### config.mk
export PLATFORM = sky130hd
export DESIGN_NAME = decoder4to10_seq_flat
export DESIGN_NICKNAME = d
export VERILOG_FILES = /design/src/rtl/decoder4to10_seq_pkg.sv /design/src/rtl/decoder4to10_seq_if.sv /design/src/rtl/dec_skid_buf.sv /design/src/rtl/decoder4to10_seq.sv /design/src/flat_wrapper.sv
export SDC_FILE = /design/constraint.sdc
export NUM_CORES = 1
export LEC_CHECK = 0
export CORE_AREA = 2 2 72 60
export DETAILED_ROUTE_END_ITERATION = 10
export DIE_AREA = 0 0 74 62
export DONT_BUFFER_PORTS = 1
export GPL_TIMING_DRIVEN = 0
export HOLD_SLACK_MARGIN = 0.08
export PLACE_DENSITY_LB_ADDON = 0.2
export SLEW_MARGIN = 20
export SYNTH_ARGS = -nofsm -noshare
export SYNTH_HDL_FRONTEND = slang
export SYNTH_SLANG_ARGS = --single-unit
### constraint.sdc
create_clock -name i_clk -period 3.5 [get_ports i_clk]
set_input_delay 0.7 -clock i_clk [delete_from_list [all_inputs] [get_ports i_clk]]
set_output_delay 0.7 -clock i_clk [all_outputs]
set_load 0.005 [all_outputs]
### src/rtl/decoder4to10_seq_pkg.sv
// Shared definitions for the BCD decoder slice: code/data widths, the
// occupancy state encodings of the skid buffer and the decode function.
package decoder4to10_seq_pkg;

    localparam int CODE_W = 4;
    localparam int DATA_W = 10;
    localparam logic [CODE_W-1:0] MAX_CODE = 4'd9;

    // Occupancy of the two-entry skid buffer.
    localparam logic [1:0] ST_EMPTY = 2'd0;
    localparam logic [1:0] ST_ONE   = 2'd1;
    localparam logic [1:0] ST_TWO   = 2'd2;

    // One stored beat: error flag on top of the one-hot word.
    typedef struct packed {
        logic              err;
        logic [DATA_W-1:0] data;
    } beat_t;

    // Codes above MAX_CODE are flagged and decode to an all-zero word.
    function automatic beat_t decodeBcd(input logic [CODE_W-1:0] code);
        beat_t beat;
        beat.err  = (code > MAX_CODE);
        beat.data = beat.err ? '0 : (DATA_W'(1) << code);
        return beat;
    endfunction

endpackage

### src/rtl/decoder4to10_seq_if.sv
// Stream bundle for the decoder: code input handshake, one-hot output
// handshake and the invalid-code counter. The producer/consumer side uses
// the master modport, the decoder uses the slave modport.
interface decoder4to10_seq_if #(
    parameter int ERR_CNT_W = 8
);
    import decoder4to10_seq_pkg::*;

    logic                 i_valid;
    logic                 o_ready;
    logic [CODE_W-1:0]    i_code;
    logic                 o_valid;
    logic                 i_ready;
    logic [DATA_W-1:0]    o_data;
    logic                 o_err;
    logic [ERR_CNT_W-1:0] o_err_cnt;

    modport master (
        output i_valid, i_code, i_ready,
        input  o_ready, o_valid, o_data, o_err, o_err_cnt
    );

    modport slave (
        input  i_valid, i_code, i_ready,
        output o_ready, o_valid, o_data, o_err, o_err_cnt
    );

endinterface

### src/rtl/dec_skid_buf.sv
// Generic two-entry valid/ready skid buffer. The main register drives the
// output, the skid register catches a beat accepted while the output stalls.
// The input ready is registered so it never depends on the output ready.
module dec_skid_buf
    import decoder4to10_seq_pkg::*;
#(
    parameter int WIDTH = DATA_W + 1
) (
    input  logic             clk_i,
    input  logic             rst_i,
    input  logic             inValid_i,
    output logic             inReady_o,
    input  logic [WIDTH-1:0] inData_i,
    output logic             outValid_o,
    input  logic             outReady_i,
    output logic [WIDTH-1:0] outData_o
);

    logic [1:0]       state_q, state_d;
    logic [WIDTH-1:0] mainData_q, mainData_d;
    logic [WIDTH-1:0] skidData_q, skidData_d;
    logic             ready_q, ready_d;
    logic             accept;
    logic             transfer;

    assign accept     = inValid_i & ready_q;
    assign transfer   = (state_q != ST_EMPTY) & outReady_i;
    assign inReady_o  = ready_q;
    assign outValid_o = (state_q != ST_EMPTY);
    assign outData_o  = mainData_q;

    // Occupancy FSM: route accepted beats into main or skid and drain in order.
    always_comb begin
        state_d    = state_q;
        mainData_d = mainData_q;
        skidData_d = skidData_q;
        case (state_q)
            ST_EMPTY: begin
                if (accept) begin
                    state_d    = ST_ONE;
                    mainData_d = inData_i;
                end
            end
            ST_ONE: begin
                if (accept && transfer) begin
                    mainData_d = inData_i;
                end else if (accept) begin
                    state_d    = ST_TWO;
                    skidData_d = inData_i;
                end else if (transfer) begin
                    state_d    = ST_EMPTY;
                    mainData_d = '0;
                end
            end
            ST_TWO: begin
                if (transfer) begin
                    state_d    = ST_ONE;
                    mainData_d = skidData_q;
                    skidData_d = '0;
                end
            end
            default: begin
                state_d    = ST_EMPTY;
                mainData_d = '0;
                skidData_d = '0;
            end
        endcase
        ready_d = (state_d != ST_TWO);
    end

    // State and storage registers; reset discards both entries.
    always_ff @(posedge clk_i) begin
        if (rst_i) begin
            state_q    <= ST_EMPTY;
            mainData_q <= '0;
            skidData_q <= '0;
            ready_q    <= 1'b1;
        end else begin
            state_q    <= state_d;
            mainData_q <= mainData_d;
            skidData_q <= skidData_d;
            ready_q    <= ready_d;
        end
    end

endmodule

### src/rtl/decoder4to10_seq.sv
// Registered 4-to-10 BCD decoder on a valid/ready stream. The code is decoded
// at accept and stored with its error flag in a two-entry skid buffer.
// Build option DEC_ERR_CNT_EN: when defined, a saturating counter of accepted
// invalid codes drives o_err_cnt; otherwise o_err_cnt is tied to zero.
module decoder4to10_seq
    import decoder4to10_seq_pkg::*;
#(
    parameter int ERR_CNT_W = 8
) (
    input logic               i_clk,
    input logic               i_rst,
    decoder4to10_seq_if.slave bus
);

    beat_t decBeat;
    beat_t outBeat;
    logic  skidReady;

    assign decBeat = decodeBcd(bus.i_code);

    dec_skid_buf #(
        .WIDTH(DATA_W + 1)
    ) u_skid (
        .clk_i      (i_clk),
        .rst_i      (i_rst),
        .inValid_i  (bus.i_valid),
        .inReady_o  (skidReady),
        .inData_i   (decBeat),
        .outValid_o (bus.o_valid),
        .outReady_i (bus.i_ready),
        .outData_o  (outBeat)
    );

    assign bus.o_ready = skidReady;
    assign bus.o_data  = outBeat.data;
    assign bus.o_err   = outBeat.err;

`ifdef DEC_ERR_CNT_EN
    logic [ERR_CNT_W-1:0] errCnt_q, errCnt_d;
    logic                 accept;

    assign accept = bus.i_valid & skidReady;

    // Count accepted invalid codes, holding at all-ones instead of wrapping.
    always_comb begin
        errCnt_d = errCnt_q;
        if (accept && decBeat.err && (errCnt_q != {ERR_CNT_W{1'b1}})) begin
            errCnt_d = errCnt_q + ERR_CNT_W'(1);
        end
    end

    // Counter register, cleared by reset.
    always_ff @(posedge i_clk) begin
        if (i_rst) begin
            errCnt_q <= '0;
        end else begin
            errCnt_q <= errCnt_d;
        end
    end

    assign bus.o_err_cnt = errCnt_q;
`else
    assign bus.o_err_cnt = {ERR_CNT_W{1'b0}};
`endif

endmodule

### src/flat_wrapper.sv
// flat-port wrapper written by rule: the top's interface ports become plain ports
module decoder4to10_seq_flat import decoder4to10_seq_pkg::*;
#(
    parameter int ERR_CNT_W = 8
)
  (i_clk, i_rst, bus_i_valid, bus_i_code, bus_i_ready, bus_o_ready, bus_o_valid, bus_o_data, bus_o_err, bus_o_err_cnt);
  decoder4to10_seq_if #(.ERR_CNT_W(ERR_CNT_W)) bus_i ();
  input logic i_clk;
  input logic i_rst;
  input wire logic [$bits(bus_i.i_valid)-1:0] bus_i_valid;
  input wire logic [$bits(bus_i.i_code)-1:0] bus_i_code;
  input wire logic [$bits(bus_i.i_ready)-1:0] bus_i_ready;
  output wire logic [$bits(bus_i.o_ready)-1:0] bus_o_ready;
  output wire logic [$bits(bus_i.o_valid)-1:0] bus_o_valid;
  output wire logic [$bits(bus_i.o_data)-1:0] bus_o_data;
  output wire logic [$bits(bus_i.o_err)-1:0] bus_o_err;
  output wire logic [$bits(bus_i.o_err_cnt)-1:0] bus_o_err_cnt;
  assign bus_i.i_valid = bus_i_valid;
  assign bus_i.i_code = bus_i_code;
  assign bus_i.i_ready = bus_i_ready;
  assign bus_o_ready = bus_i.o_ready;
  assign bus_o_valid = bus_i.o_valid;
  assign bus_o_data = bus_i.o_data;
  assign bus_o_err = bus_i.o_err;
  assign bus_o_err_cnt = bus_i.o_err_cnt;
  decoder4to10_seq #(.ERR_CNT_W(ERR_CNT_W)) u_core (.i_clk(i_clk), .i_rst(i_rst), .bus(bus_i));
endmodule
==> results of run 1 <==
critical path: cells and delay by family (launching register included):
| family | cells | cell delay (ns) |
|---|---|---|
| simple gates | 1 | 0.21 |
| buf+inv | 2 | 0.28 |
| flops | 1 | 0.36 |
cells in the final DEF (no fill, tap or decap), types with 2 or more instances in the layout:
master,instances
a21o_1,2
a21oi_1,14
a22oi_1,6
a32oi_1,4
buf_2,4
buf_4,8
buf_6,2
clkbuf_1,3
clkbuf_8,3
conb_1,8
dfxtp_1,25
inv_1,4
nand2_1,17
nand2b_1,5
nand3_1,2
nor2_1,5
nor2b_1,3
nor3_1,2
o21a_1,2
o2bb2ai_1,10
or3_1,6
or4_1,5
flip-flops by register name, indices dropped and copies added (netlist names):
register and flops:
u_core.u_skid.inReady_o 1, u_core.u_skid.state_q 2, u_core.u_skid.outData_o 11, u_core.u_skid.skidData_q 11
routing by layer:
layer | GRT usage (%) | part of all wire (%)
met1 | 18.66 | 49
met2 | 19.13 | 44
met3 | 2.581 | 5.0
met4 | 5.455 | 1.5
met5 | 0 | 0
worst max path at each step:
| stage | start | endpoint | slack, ns | depth (start not counted) |
|---|---|---|---|---|
| 2_1_floorplan | bus_i_ready | u_core.u_skid.skidData_q[6] | 1.66 | 6 |
| 3_3_place_gp | bus_i_ready | u_core.u_skid.skidData_q[6] | 1.57 | 6 |
| 3_5_place_dp | bus_i_ready | u_core.u_skid.skidData_q[6] | 1.56 | 6 |
| 4_1_cts | u_core.u_skid.state_q[0] | bus_o_valid | 1.68 | 3 |
| 5_1_grt | u_core.u_skid.state_q[0] | bus_o_valid | 1.60 | 3 |
| 6_report | u_core.u_skid.state_q[0] | bus_o_valid | 1.68 | 3 |
synth_stat cells:
cell        n
nor2_1      5
nor2_2      1
nor3_1      2
o21ai_0     1
o21a_1      2
buf_6       2
o21ba_2     1
o2bb2ai_1  10
or4_1       5
nor2b_1     3
nand3b_1    1
nand2b_1    5
a31oi_1     1
a22oi_1     6
conb_1      1
a2111oi_0   1
nand2_1    17
nand4b_1    1
inv_1       4
a21o_1      2
buf_4       8
and3b_2     1
buf_2       4
a2bb2oi_1   1
clkbuf_1    3
xnor2_1     1
a21oi_1    14
a32oi_1     4
o22ai_2     1
or3_1       6
and2b_1     1
a211oi_1    1
nand3_1     2
dfxtp_1    25
cell type report:
cell class / instances / area, um2
multi-input cells: 104 / 633.1
inverters: 4 / 15.01
plain buffers: 17 / 113.9
flip-flops and latches: 25 / 500.5
fillers: 425 / 2587
well taps: 57 / 71.32
clock buffers: 3 / 41.29
clock inverters: 1 / 5.005
power by group through the flow:
stage | Clock [mW] | Combinational [mW] | Sequential (mW)
4_1_cts | 0.182 | 0.0764 | 0.296
3_3_place_gp | 0 | 0.0758 | 0.302
2_1_floorplan | 0 | 0.0613 | 0.301
3_5_place_dp | 0 | 0.0761 | 0.302
6_report | 0.176 | 0.0773 | 0.295
5_1_grt | 0.190 | 0.0859 | 0.296
through the flow:
| step | cells | hold WS (ns) |
|---|---|---|
| after detailed placement | 207 | 0.4489 |
| after floorplan | 150 | 0.4315 |
| final | 211 | 0.4603 |
| after global placement | 207 | 0.4410 |
| after global routing | 211 | 0.4855 |
| after CTS | 211 | 0.4612 |
cells by family after synthesis:
family | Yosys count
other | 1
DFF | 25
AOI/OAI and AO/OA | 45
xor gates and xnor gates | 1
buffers and inverters | 21
and+or+nand+nor | 50
==> key figures, run 1 <==
Detailed routing
  – Wirelength per Cell: between 10 and 15 um
  – Iter 0 DRT Violations: 54
  – Routed Antenna Nets: 0
  – Routed WL: ~2.9 mm
  – DR vias/cell: between 4 and 5
  – Via count: between 1000 and 1500
  – DRT Pass-1 Iters: 4
  – Drt drc: 0

Logic synthesis
  – Synth Cell Area: approximately 1200 um2
  – Post-synthesis cell count: 143
  – Compound-gate portion of the synthesized area: a little over a quarter
  – Synth Area in Adders: 0%
  – Area leader, netlist: dfxtp_1
  – Multiplexer area fraction after synthesis: 0%
  – Seq cells post-synth: 25
  – Main combinational cell family by area after synthesis: compound AO/OA/AOI/OAI gates
  – Synth area leaders: dfxtp_1, o2bb2ai_1, a21oi_1
  – Synth unique cells: 34
  – Sequential-to-total area share from yosys stat: 40.49%
  – XOR/XNOR Fraction of Synth Area: 0.7085%
  – Post-synth top area share: between 40% and 50%
  – Synthesis Warnings: 0
  – Synth Area in Simple Gates: between 20 and 25%
  – Avg Cell Area, Syn: roughly 8.6 um2

STA
  – Setup WS post-layout: 1.680 ns
  – Period utilisation layout: around half
  – Rel. slew slack: about 64%
  – Setup_tns: 0 ns
  – FMAX: roughly 550 MHz
  – RSZ-0062 raised after global routing: false
  – Clock Skew: roughly 0.0041 ns
  – Hold Vio Cnt, Final: 0
  – Slew @ Worst Pin: 0.5414 ns
  – Endpoints failing setup: 0
  – Final max-slew violation count: 0
  – Final min period: 1.820 ns

Flow run
  – Max cap viols: 0

Clock network
  – CTS root buffer: clkbuf_8
  – CTS Sinks: 25
  – CTS tree: done
  – Clock Latency Late Sink: around 0.27 ns
  – # resized after CTS: 0
  – Num CTS Buffers: 3
  – H-tree levels: 1
  – Setup Buffers After CTS: 0
  – Count of hold-fix buffers inserted at cts: 0
  – Clk buf depth: 2
  – Clock transition at the registers of the reported paths: approximately 0.090 ns

Place
  – Post-Place Setup Slack: between 1.5 and 2 ns
  – Hpwl dp: around 2.1 mm
  – Port bufs: 0
  – RePlAce Congestion: around 0.84
  – Placed cell area: 1334 um2

Setup path
  – Crit-path max FO: 10
  – Worst R2R Setup Slack: between 1.5 and 2 ns
  – Critical Setup Path Class: flip-flop to output pin
  – Reg2reg path depth: 5
  – CP max-delay cell: dfxtp_1
  – R2r startpoint: u_core.u_skid.state_q[0]
  – Crit path cell chain: buf_2 > nor2_1 > inv_1
  – CP Launch Type: flip-flop
  – Arr. time, crit path: 1.12 ns
  – Worst setup EP type: output pin
  – FF-to-FF End: u_core.u_skid.skidData_q[0]
  – CP peak stage delay: about 0.36 ns
  – Required @ worst endpoint: 2.80 ns

Global route
  – GR Overflow Total: 0
  – First-pass GRT wire length: around 4.5 mm
  – Total track usage: a little over an eighth
  – Pin count of the biggest net entering global routing: 15
  – Initial antenna violation count: 0
  – Vias in the first global route: between 900 and 1000

Pwr
  – Reg power frac: a little over half
  – Final Power: 0.5488 mW
  – Power Density: just under 400 nW/um2
  – Clock Power Share: 32.1%
  – Comb power frac: between 10% and 20%
  – Leakage: 0.4902 nW
  – Maximum vdd drop: roughly 200 uV
  – Pint: ~0.4 mW
  – Switching pwr: 0.1485 mW
  – Switching Share: roughly 27%

Floorplanning
  – Starting Density: between 30% and 40%
  – Die H: between 60 and 70 um
  – Core region area: around 4000 um2
  – Die X: between 70 and 80 um
  – DIE AREA: roughly 4600 um2
  – Num rows: 21
  – Ports: 29

Layout
  – Post-layout util: a little over a third
  – Antenna Cells: 0
  – Post-Layout Inst Area: around 1400 um2
  – Nets: about 160
  – Area Growth Syn to Fin: 11.64%
  – Fraction of layout cells with a size suffix above 1: between 10% and 20%

Outcome
  – Status: finished, final reports clean

Worst hold path
  – Hold Path End: u_core.u_skid.skidData_q[9]
  – WHS Path Cells: 2
  – Hold path start: u_core.u_skid.skidData_q[9]
  – Hold Path Class: flip-flop to flip-flop
Note: power is estimated with default switching activity, not from simulation.
==> run 2: changes to the inputs <==
Clock period 3.5 ns to 1.8 ns, I/O delays scaled along.
==> results of run 2 <==
The final DEF is identical to that of run 1. Status: finished, final reports clean.
Among the figures that moved: setup slack after placement 1.564 ns -> 0.2039 ns; setup slack after layout 1.680 ns -> 0.1968 ns; hold slack 0.4603 ns -> 0.2875 ns; end point of the critical path bus_o_valid -> u_core.u_skid.skidData_q[0]; register-to-register setup slack 1.90 ns -> 0.20 ns; end point of the worst hold path u_core.u_skid.skidData_q[9] -> u_core.u_skid.skidData_q[0]; total power 0.5488 mW -> 1.067 mW; worst IR drop on VDD 202.3 uV -> 393.4 uV
